===== src/rtl/padlock_pkg.sv =====
// Shared types and width helpers for the sequential combination lock.
package padlock_pkg;

    typedef enum logic [1:0] {
        LOCKED   = 2'd0,
        UNLOCKED = 2'd1,
        PROGRAM  = 2'd2,
        LOCKOUT  = 2'd3
    } padlock_state_t;

    // Width of the symbol index; a one-symbol code still gets a 1-bit index.
    function automatic int unsigned idx_width(input int unsigned digits);
        return (digits > 1) ? $clog2(digits) : 1;
    endfunction

    // Width of a down-counter that must hold cycles-1.
    function automatic int unsigned cnt_width(input int unsigned cycles);
        return (cycles > 1) ? $clog2(cycles) : 1;
    endfunction

    // Width of the remaining-tries counter, which must hold 0..max_tries.
    function automatic int unsigned tries_width(input int unsigned max_tries);
        return $clog2(max_tries + 1);
    endfunction

endpackage


===== src/rtl/padlock_seq_lockout_timer.sv =====
// Lockout down-counter: load on entry, count to zero, flag done at zero.
module padlock_lockout_timer
    import padlock_pkg::*;
#(
    parameter int unsigned LOCKOUT_CYCLES = 16
) (
    input  logic clk,
    input  logic rst,
    input  logic load,
    output logic done_c
);

    localparam int unsigned CW = cnt_width(LOCKOUT_CYCLES);
    localparam logic [CW-1:0] LOAD_VAL = CW'(LOCKOUT_CYCLES - 1);

    logic [CW-1:0] count_q;
    logic [CW-1:0] count_d;

    // Load takes precedence; otherwise decrement and rest at zero.
    always_comb begin
        count_d = count_q;
        if (load) begin
            count_d = LOAD_VAL;
        end else if (count_q != '0) begin
            count_d = count_q - CW'(1);
        end
    end

    // Counter register.
    always_ff @(posedge clk or posedge rst) begin
        if (rst) begin
            count_q <= '0;
        end else begin
            count_q <= count_d;
        end
    end

    assign done_c = (count_q == '0);

endmodule


===== src/rtl/padlock_seq.sv =====
// Sequential combination lock with reprogrammable code, try counter and timed lockout.
module padlock_seq
    import padlock_pkg::*;
#(
    parameter int unsigned DIGIT_W        = 4,
    parameter int unsigned DIGITS         = 4,
    parameter int unsigned MAX_TRIES      = 3,
    parameter int unsigned LOCKOUT_CYCLES = 16
) (
    input  logic                                 clk,
    input  logic                                 rst,
    input  logic [DIGIT_W-1:0]                   digit_in,
    input  logic                                 digit_valid,
    input  logic                                 clear,
    input  logic                                 lock_cmd,
    input  logic                                 prog,
    output logic                                 unlocked,
    output logic                                 locked_out,
    output logic                                 error,
    output logic [tries_width(MAX_TRIES)-1:0]    tries_left,
    output logic                                 programming
);

    localparam int unsigned IW = idx_width(DIGITS);
    localparam int unsigned TW = tries_width(MAX_TRIES);
    localparam int unsigned CODE_W = DIGITS * DIGIT_W;

    padlock_state_t      state_q, state_d;
    logic [IW-1:0]       idx_q, idx_d;
    logic                miss_q, miss_d;
    logic [TW-1:0]       tries_q, tries_d;
    logic [CODE_W-1:0]   code_q, code_d;
    logic [CODE_W-1:0]   shadow_q, shadow_d;
    logic                unlocked_q, unlocked_d;
    logic                locked_out_q, locked_out_d;
    logic                error_q, error_d;
    logic                programming_q, programming_d;

    logic                timer_load;
    logic                timer_done_c;
    logic                last_c;
    logic                miss_nxt;
    logic [DIGIT_W-1:0]  code_digit;
    logic [CODE_W-1:0]   shadow_wr;

    padlock_lockout_timer #(
        .LOCKOUT_CYCLES (LOCKOUT_CYCLES)
    ) u_timer (
        .clk    (clk),
        .rst    (rst),
        .load   (timer_load),
        .done_c (timer_done_c)
    );

    // Current code symbol and shadow with the incoming symbol merged in.
    always_comb begin
        code_digit = '0;
        shadow_wr  = shadow_q;
        for (int i = 0; i < int'(DIGITS); i++) begin
            if (idx_q == IW'(i)) begin
                code_digit                      = code_q[i*DIGIT_W +: DIGIT_W];
                shadow_wr[i*DIGIT_W +: DIGIT_W] = digit_in;
            end
        end
    end

    // Next-state, datapath and registered-output decode; clear outranks every other input.
    always_comb begin
        state_d    = state_q;
        idx_d      = idx_q;
        miss_d     = miss_q;
        tries_d    = tries_q;
        code_d     = code_q;
        shadow_d   = shadow_q;
        error_d    = 1'b0;
        timer_load = 1'b0;
        last_c     = (idx_q == IW'(DIGITS - 1));
        miss_nxt   = miss_q | (digit_in != code_digit);

        unique case (state_q)
            LOCKED: begin
                if (clear) begin
                    idx_d  = '0;
                    miss_d = 1'b0;
                end else if (digit_valid) begin
                    if (last_c) begin
                        idx_d  = '0;
                        miss_d = 1'b0;
                        if (!miss_nxt) begin
                            state_d = UNLOCKED;
                            tries_d = TW'(MAX_TRIES);
                        end else begin
                            error_d = 1'b1;
                            tries_d = tries_q - TW'(1);
                            if (tries_q == TW'(1)) begin
                                state_d    = LOCKOUT;
                                timer_load = 1'b1;
                            end
                        end
                    end else begin
                        idx_d  = idx_q + IW'(1);
                        miss_d = miss_nxt;
                    end
                end
            end
            UNLOCKED: begin
                if (clear) begin
                    state_d = UNLOCKED;
                end else if (lock_cmd) begin
                    state_d = LOCKED;
                end else if (prog) begin
                    state_d  = PROGRAM;
                    idx_d    = '0;
                    shadow_d = '0;
                end
            end
            PROGRAM: begin
                if (clear) begin
                    idx_d    = '0;
                    shadow_d = '0;
                end else if (lock_cmd) begin
                    state_d  = LOCKED;
                    idx_d    = '0;
                    shadow_d = '0;
                end else if (digit_valid) begin
                    if (last_c) begin
                        code_d   = shadow_wr;
                        shadow_d = '0;
                        idx_d    = '0;
                        state_d  = UNLOCKED;
                    end else begin
                        shadow_d = shadow_wr;
                        idx_d    = idx_q + IW'(1);
                    end
                end
            end
            LOCKOUT: begin
                if (timer_done_c) begin
                    state_d = LOCKED;
                    tries_d = TW'(MAX_TRIES);
                end
            end
            default: state_d = LOCKED;
        endcase

        unlocked_d    = (state_d == UNLOCKED) || (state_d == PROGRAM);
        locked_out_d  = (state_d == LOCKOUT);
        programming_d = (state_d == PROGRAM);
    end

    // State, datapath and output registers.
    always_ff @(posedge clk or posedge rst) begin
        if (rst) begin
            state_q       <= LOCKED;
            idx_q         <= '0;
            miss_q        <= 1'b0;
            tries_q       <= TW'(MAX_TRIES);
            code_q        <= '0;
            shadow_q      <= '0;
            unlocked_q    <= 1'b0;
            locked_out_q  <= 1'b0;
            error_q       <= 1'b0;
            programming_q <= 1'b0;
        end else begin
            state_q       <= state_d;
            idx_q         <= idx_d;
            miss_q        <= miss_d;
            tries_q       <= tries_d;
            code_q        <= code_d;
            shadow_q      <= shadow_d;
            unlocked_q    <= unlocked_d;
            locked_out_q  <= locked_out_d;
            error_q       <= error_d;
            programming_q <= programming_d;
        end
    end

    assign unlocked    = unlocked_q;
    assign locked_out  = locked_out_q;
    assign error       = error_q;
    assign tries_left  = tries_q;
    assign programming = programming_q;

endmodule


===== config.mk =====
export PLATFORM = sky130hd
export DESIGN_NAME = padlock_seq
export DESIGN_NICKNAME = d
export VERILOG_FILES = /design/src/rtl/padlock_pkg.sv /design/src/rtl/padlock_seq_lockout_timer.sv /design/src/rtl/padlock_seq.sv
export SDC_FILE = /design/constraint.sdc
export NUM_CORES = 1
export LEC_CHECK = 0
export CORE_UTILIZATION = 58
export DETAILED_ROUTE_END_ITERATION = 10
export PLACE_DENSITY = 0.79
export SYNTH_ARGS = -nofsm -noshare
export SYNTH_HDL_FRONTEND = slang
export SYNTH_SLANG_ARGS = --single-unit

===== constraint.sdc =====
create_clock -name clk -period 2.9 [get_ports clk]
set_input_delay 0.87 -clock clk [delete_from_list [all_inputs] [get_ports clk]]
set_output_delay 0.87 -clock clk [all_outputs]
set_load 0.02 [all_outputs]

### After elaboration in Yosys (flattened, before gate mapping)

Index checks and enable logic that the tools add are counted.

| word-level totals | value |
|---|---|
| bits in registers | 47 |
| word-level logic and storage cells | 112 |
| input bits | 10 |

| cells by class | value |
|---|---|
| bitwise operators | 3 |
| reduce and logical (&&, ||, !) cells | 15 |
| equality and inequality tests | 19 |
| muxes and demuxes | 61 |
| $add $sub $neg | 3 |

Operator list:

| cell | number |
|---|---|
| $mux W16 | 7 |
| $mux W2 | 26 |
| $mux W4 | 10 |
| $pmux W16 S2 | 1 |
| $reduce_and A5 Y1 | 3 |
| $mux W1 | 14 |
| $ne A2 B2 Y1 const B | 7 |
| $eq A2 B2 Y1 const B | 6 |
| $eq A2 B1 Y1 const B | 4 |
| $pmux W2 S4 | 1 |
| $reduce_bool A2 Y1 | 4 |
| $pmux W2 S3 | 1 |
| $logic_not A2 Y1 | 2 |
| $logic_not A4 Y1 | 1 |
| $ne A4 B4 Y1 | 1 |
| $ne A4 B4 Y1 const B | 1 |
| $pmux W2 S2 | 1 |
| $reduce_and A4 Y1 | 1 |
| $reduce_bool A4 Y1 | 1 |
| $sub A4 B1 Y4 const B | 1 |
| $reduce_bool A3 Y1 | 1 |
| $add A2 B1 Y2 const B | 1 |
| $not A1 Y1 | 2 |
| $reduce_and A2 Y1 | 1 |
| 3 further kinds | 3 |

### Logic depth before layout (Yosys ltp)

| logic depth | value |
|---|---|
| depth in word-level cells | 14 |
| depth in mapped cells | 12 |

### Cells and area by module

From an unflattened synthesis, not the netlist that was laid out.

| unflattened totals | value |
|---|---|
| cell total of the unflattened synthesis | 247 |
| area, all modules | 2528.7 um^2 |

By module, submodules not included:

| module | seq. area each (um^2) | instances | area each (um^2) | cells each |
|---|---|---|---|---|
| padlock_seq | 1078.5 | 1 | 2304.7 | 225 |
| padlock_lockout_timer | 100.1 | 1 | 224.0 | 22 |

### Worst setup path after synthesis

Ideal clock, no wire load.

| timing | value |
|---|---|
| kind | input to register |
| start point | input digit_valid |
| end point | register unlocked_q, in the netlist unlocked |
| data arrival time | 2.318 ns |
| library setup time | 0.063 ns |
| setup slack | 0.519 ns |
| stages | 8 |
| required time | 2.837 ns |
| cell sequence | clkbuf_1 > nand2_1 > nor2_1 > nand3_1 > a32o_1 > a31oi_1 > ha_1 > inv_1 |

| on the way | value |
|---|---|
| word-level cells in the longest chain between the ends | 6 |

RTL lines:

| what | RTL line | RTL |
|---|---|---|
| start: declaration | padlock_seq.sv:13 | `input logic digit_valid,` |
| $mux W2 | padlock_seq.sv:125 | `end else if (digit_valid) begin` |
| $mux W2 | padlock_seq.sv:121 | `end else if (lock_cmd) begin` |
| $mux W2 | padlock_seq.sv:118 | `if (clear) begin` |
| $pmux W2 S4 * | padlock_seq.sv:80 | `unique case (state_q)` |
| net state_d[1] | padlock_seq.sv:28 | `padlock_state_t state_q, state_d;` |
| $eq A2 B1 Y1 or $eq A2 B2 Y1 (tied branches) | padlock_seq.sv:146 | `unlocked_d = (state_d == UNLOCKED) \|\| (state_d == PROGRAM);` |
| $logic_or A1 B1 Y1 * | padlock_seq.sv:146 |  |
| net unlocked_d | padlock_seq.sv:34 | `logic unlocked_q, unlocked_d;` |
| end signal: assignment | padlock_seq.sv:171 | `unlocked_q <= unlocked_d;` |
| end: declaration | padlock_seq.sv:34 |  |

The timed path passes the listed nets; every way through them passes the cells marked *.
A chain may end at the register's enable or synchronous reset.

### Worst setup path after layout

| timing | value |
|---|---|
| start point | register idx_q[1] |
| end point | register unlocked_q, in the netlist unlocked |

| on the way | value |
|---|---|
| word-level cells in the longest chain between the ends | 14 |

RTL lines:

| what | RTL line | RTL |
|---|---|---|
| start: declaration | padlock_seq.sv:29 | `logic [IW-1:0] idx_q, idx_d;` |
| start signal: assignment | padlock_seq.sv:166 | `idx_q <= idx_d;` |
| $logic_not A2 Y1 | padlock_seq.sv:60 | `if (idx_q == IW'(i)) begin` |
| $mux W4 (4 in series) | padlock_seq.sv:60 |  |
| $ne A4 B4 Y1 | padlock_seq.sv:78 | `miss_nxt = miss_q \| (digit_in != code_digit);` |
| $or A1 B1 Y1 | padlock_seq.sv:78 |  |
| $mux W2 | padlock_seq.sv:89 | `if (!miss_nxt) begin` |
| $mux W2 | padlock_seq.sv:86 | `if (last_c) begin` |
| $mux W2 | padlock_seq.sv:85 | `end else if (digit_valid) begin` |
| $mux W2 | padlock_seq.sv:82 | `if (clear) begin` |
| $pmux W2 S4 * | padlock_seq.sv:80 |  |
| net state_d[1] | padlock_seq.sv:28 |  |
| $eq A2 B1 Y1 or $eq A2 B2 Y1 (tied branches) | padlock_seq.sv:146 |  |
| $logic_or A1 B1 Y1 * | padlock_seq.sv:146 |  |
| net unlocked_d | padlock_seq.sv:34 |  |

Marks and branches as above.

==> impl_metrics.toml <==
[routing]
dr.pass1.iters = 4
first_iter_violations = 142
wire_per_inst_um = 14.8
dr_wl_met3_um = 196
met2_length_mm = 2.07
final_antenna_net_count = 0
wl_mm = 4.58
wl_met1_mm = 2.25
drc_errors = 0
routed.top_layer = "met4"
via_count = 1785
vias_per_cell = 5.76

[floorplan]
io_pins = 16
dieWidth_um = 65.8
die-area_um2 = 4330
std_cell_rows = 22
core_region_area_um2 = 3770
start_util = 0.626
die_y_um = 65.8

[critical_path]
rrSetupSlack_ns = 0.29
crit_fanout = 12
arrival_ns = 2.81
timing.rr.start = "idx_q[1]$_DFFE_PP0P_"
reg2reg_to = "unlocked$_DFF_PP0_"
worstRegToRegCells = 11
crit_path_start_kind = "flop"
path_class = "reg2reg"
cp-end-kind = "flop"
required_ns = 3.10

[timing]
drv_slew = 0
min_period_ns = 2.61
post-route-period-util = 0.901
finalHoldViolations = 0
skew_ns = 0.00638
fmax_mhz = 383
final-setup-viol-count = 0
rsz0062_at_grt = "false"
slew_headroom = 0.642
tns_ns = 0
tightest_slew_ns = 0.538

[clock_tree]
htree_levels = 2
cts_tree = "yes"
clock_latency_ns = 0.30
cts_sinks = 43
cts-root-buf = "clkbuf_8"
numCtsBuffers = 5
post_cts_buffers = 0
clk_pin_slew_worst_paths_ns = 0.08
clock_path_buffers = 2

[run]
cap_violations = 0

[power_and_ir_drop]
p_leak_nw = 1.25
ir_drop_v = 0.000372
pwr_density_cell_nw_per_um2 = 522

[finish]
synthToLayoutAreaGrowth_pct = 14.9
final_cells = 310
design_area_um2 = 2710
final_nets = 284
drive_gt1_frac = 0.137
n_antenna_cell = 0

[logic_synthesis]
synthCells = 236
synth_flop_cell = "dfrtp_1"
synth-seq-cells = 43
syn_area_um2 = 2360
synth_xor_area_frac = 0.0148
yosysSeqAreaShare = 0.457
avgSynthCellArea_um2 = 10.0
synth_top_family_by_area = "compound AO/OA/AOI/OAI gates"
synth_edf_count = 0
synth_compound_area_frac = 0.187
synth.distinct_cells = 43
ys_warn_count = 0
async_reset_ff_frac = 1.00
synth_fa_ha_area_frac = 0.0689
syn_nets = 259
synth-simple-area-share = 0.150
muxShareOfSynthArea = 0.0742

[global_route]
grt_pass1_vias = 1604
grt_pass1_wl_mm = 7.72
grt_start_max_net_pins = 44
grt_usage = 0.241
antenna_found_initial = 0
overflow = 0

[min_path]
worstHoldEndpoint = "code_q[15]$_DFFE_PP0P_"
hp-class = "reg2reg"
hold_depth = 1
min_from = "code_q[15]$_DFFE_PP0P_"

[placed_design]
dpl-instance-area_um2 = 2630
place_inst = 302
gp_congestion = 0.907
dp_hpwl_mm = 3.33
portBuffers = 15

[run_status]
status = "complete, no violations"
-- cells in the final DEF, fill, tap and decap left out, types with 2 or more instances in the layout --
master	n
a31oi_1	2
nor2b_1	2
a22o_1	12
or3_1	2
nor3_1	2
a21o_1	3
o311ai_1	4
a21oi_1	18
clkbuf_1	2
clkbuf_8	5
o21ai_1	4
dfstp_2	2
mux2_2	4
nor2_1	19
nand2b_1	8
o21ai_0	10
xnor2_1	4
mux2i_1	13
o211ai_1	4
ha_1	12
buf_4	17
inv_1	10
and2_1	4
dfrtp_1	41
clkdlybuf4s50_1	15
nand3_1	3
nand2_1	22
-- per-stage QoR --
step            util  setup WS (ns)  hold WS, ns  power [W]
6_report       0.719          0.288        0.502    0.00142
3_3_place_gp   0.697          0.159        0.482    0.00105
3_5_place_dp   0.697          0.134        0.482    0.00106
4_1_cts        0.719          0.172        0.504    0.00142
5_1_grt        0.719          0.106        0.517    0.00150
2_1_floorplan      -          0.519        0.465   0.000956
-- how the worst max path moves through the flow --
stage,from,end,slack (ns),cells past startpoint
after global placement,digit_in[1],unlocked$_DFF_PP0_,0.16,8
after detailed placement,digit_in[1],unlocked$_DFF_PP0_,0.13,8
after floorplan,digit_valid,unlocked$_DFF_PP0_,0.52,8
after global routing,idx_q[1]$_DFFE_PP0P_,unlocked$_DFF_PP0_,0.11,11
final,idx_q[1]$_DFFE_PP0P_,unlocked$_DFF_PP0_,0.29,11
after CTS,idx_q[0]$_DFFE_PP0P_,unlocked$_DFF_PP0_,0.17,11
-- cell families (layout without fill, tap and decap cells) --
family	after synthesis	in the layout
buffers and inverters	26	52
multiplexers	17	17
flip-flops	43	43
AND/OR/NAND/NOR	69	69
XOR/XNOR	4	4
adder cells (fa/ha/maj)	13	13
AO/OA/AOI/OAI	64	64
-- metal layers --
metal	vias up	GRT usage
met5	-	0
met4	0	0.0815
met3	6	0.0414
met2	31	0.346
met1	868	0.366
li1	880	-
-- final cells by class --
| cell class | instances | area, um2 |
|---|---|---|
| Sequential cell | 43 | 1080 |
| Inverter | 12 | 45.0 |
| Tap cell | 48 | 60.1 |
| Clock inverter | 1 | 5.00 |
| Clock buffer | 7 | 76.3 |
| Multi-Input combinational cell | 167 | 1170 |
| Timing Repair Buffer | 32 | 278 |
| Fill cell | 274 | 1060 |
-- power breakdown --
part	internal, W	switching (W)	total, W
combinational	0.000166	0.000189	0.000355
clock	0.000169	0.000201	0.000370
sequential	0.000653	0.0000399	0.000693
total	0.000988	0.000429	0.00142
-- sequential cells by signal, indices dropped and copies added (netlist names) --
register and count:
code_q 16, error 1, idx_q 2, locked_out 1
miss_q 1, programming 1, shadow_q 12, state_q 2
tries_left 2, u_timer.count_q 4, unlocked 1
-- critical path: stages, from the launching register on --
cell      delay (ns)
dfrtp_1         0.42
inv_1           0.10
ha_1            0.45
nand2_1         0.10
o211ai_1        0.15
o311ai_1        0.17
xnor2_1         0.16
nor4_2          0.29
buf_4           0.19
a31oi_1         0.14
ha_1            0.32
inv_1           0.03
-- synthesized netlist by cell type (all sizes together) (2+ instances only) --
| cell | number | area [um2] |
|---|---|---|
| o21ai | 14 | 70.1 |
| or3 | 2 | 12.5 |
| and2 | 4 | 25.0 |
| mux2i | 13 | 130 |
| a31oi | 2 | 12.5 |
| clkbuf | 3 | 11.3 |
| nand2 | 22 | 82.6 |
| dfrtp | 41 | 1030 |
| inv | 12 | 45.0 |
| nor2 | 20 | 77.6 |
| a22o | 12 | 105 |
| buf | 11 | 58.8 |
| o211ai | 4 | 30.0 |
| nor3 | 3 | 26.3 |
| nor2b | 2 | 12.5 |
| a21o | 3 | 22.5 |
| a21oi | 18 | 90.1 |
| dfstp | 2 | 52.6 |
| ha | 13 | 163 |
| nand3 | 3 | 15.0 |
| xnor2 | 4 | 35.0 |
| o311ai | 4 | 35.0 |
| mux2 | 4 | 45.0 |
| nand2b | 8 | 50.1 |
-- timing repair --
| item | CTS | global route |
|---|---|---|
| hold buffers | 0 | 0 |
| gates resized for setup | 0 | 1 |
| setup endpoints to repair | 0 | 1 |
(Power assumes the default switching activity.)
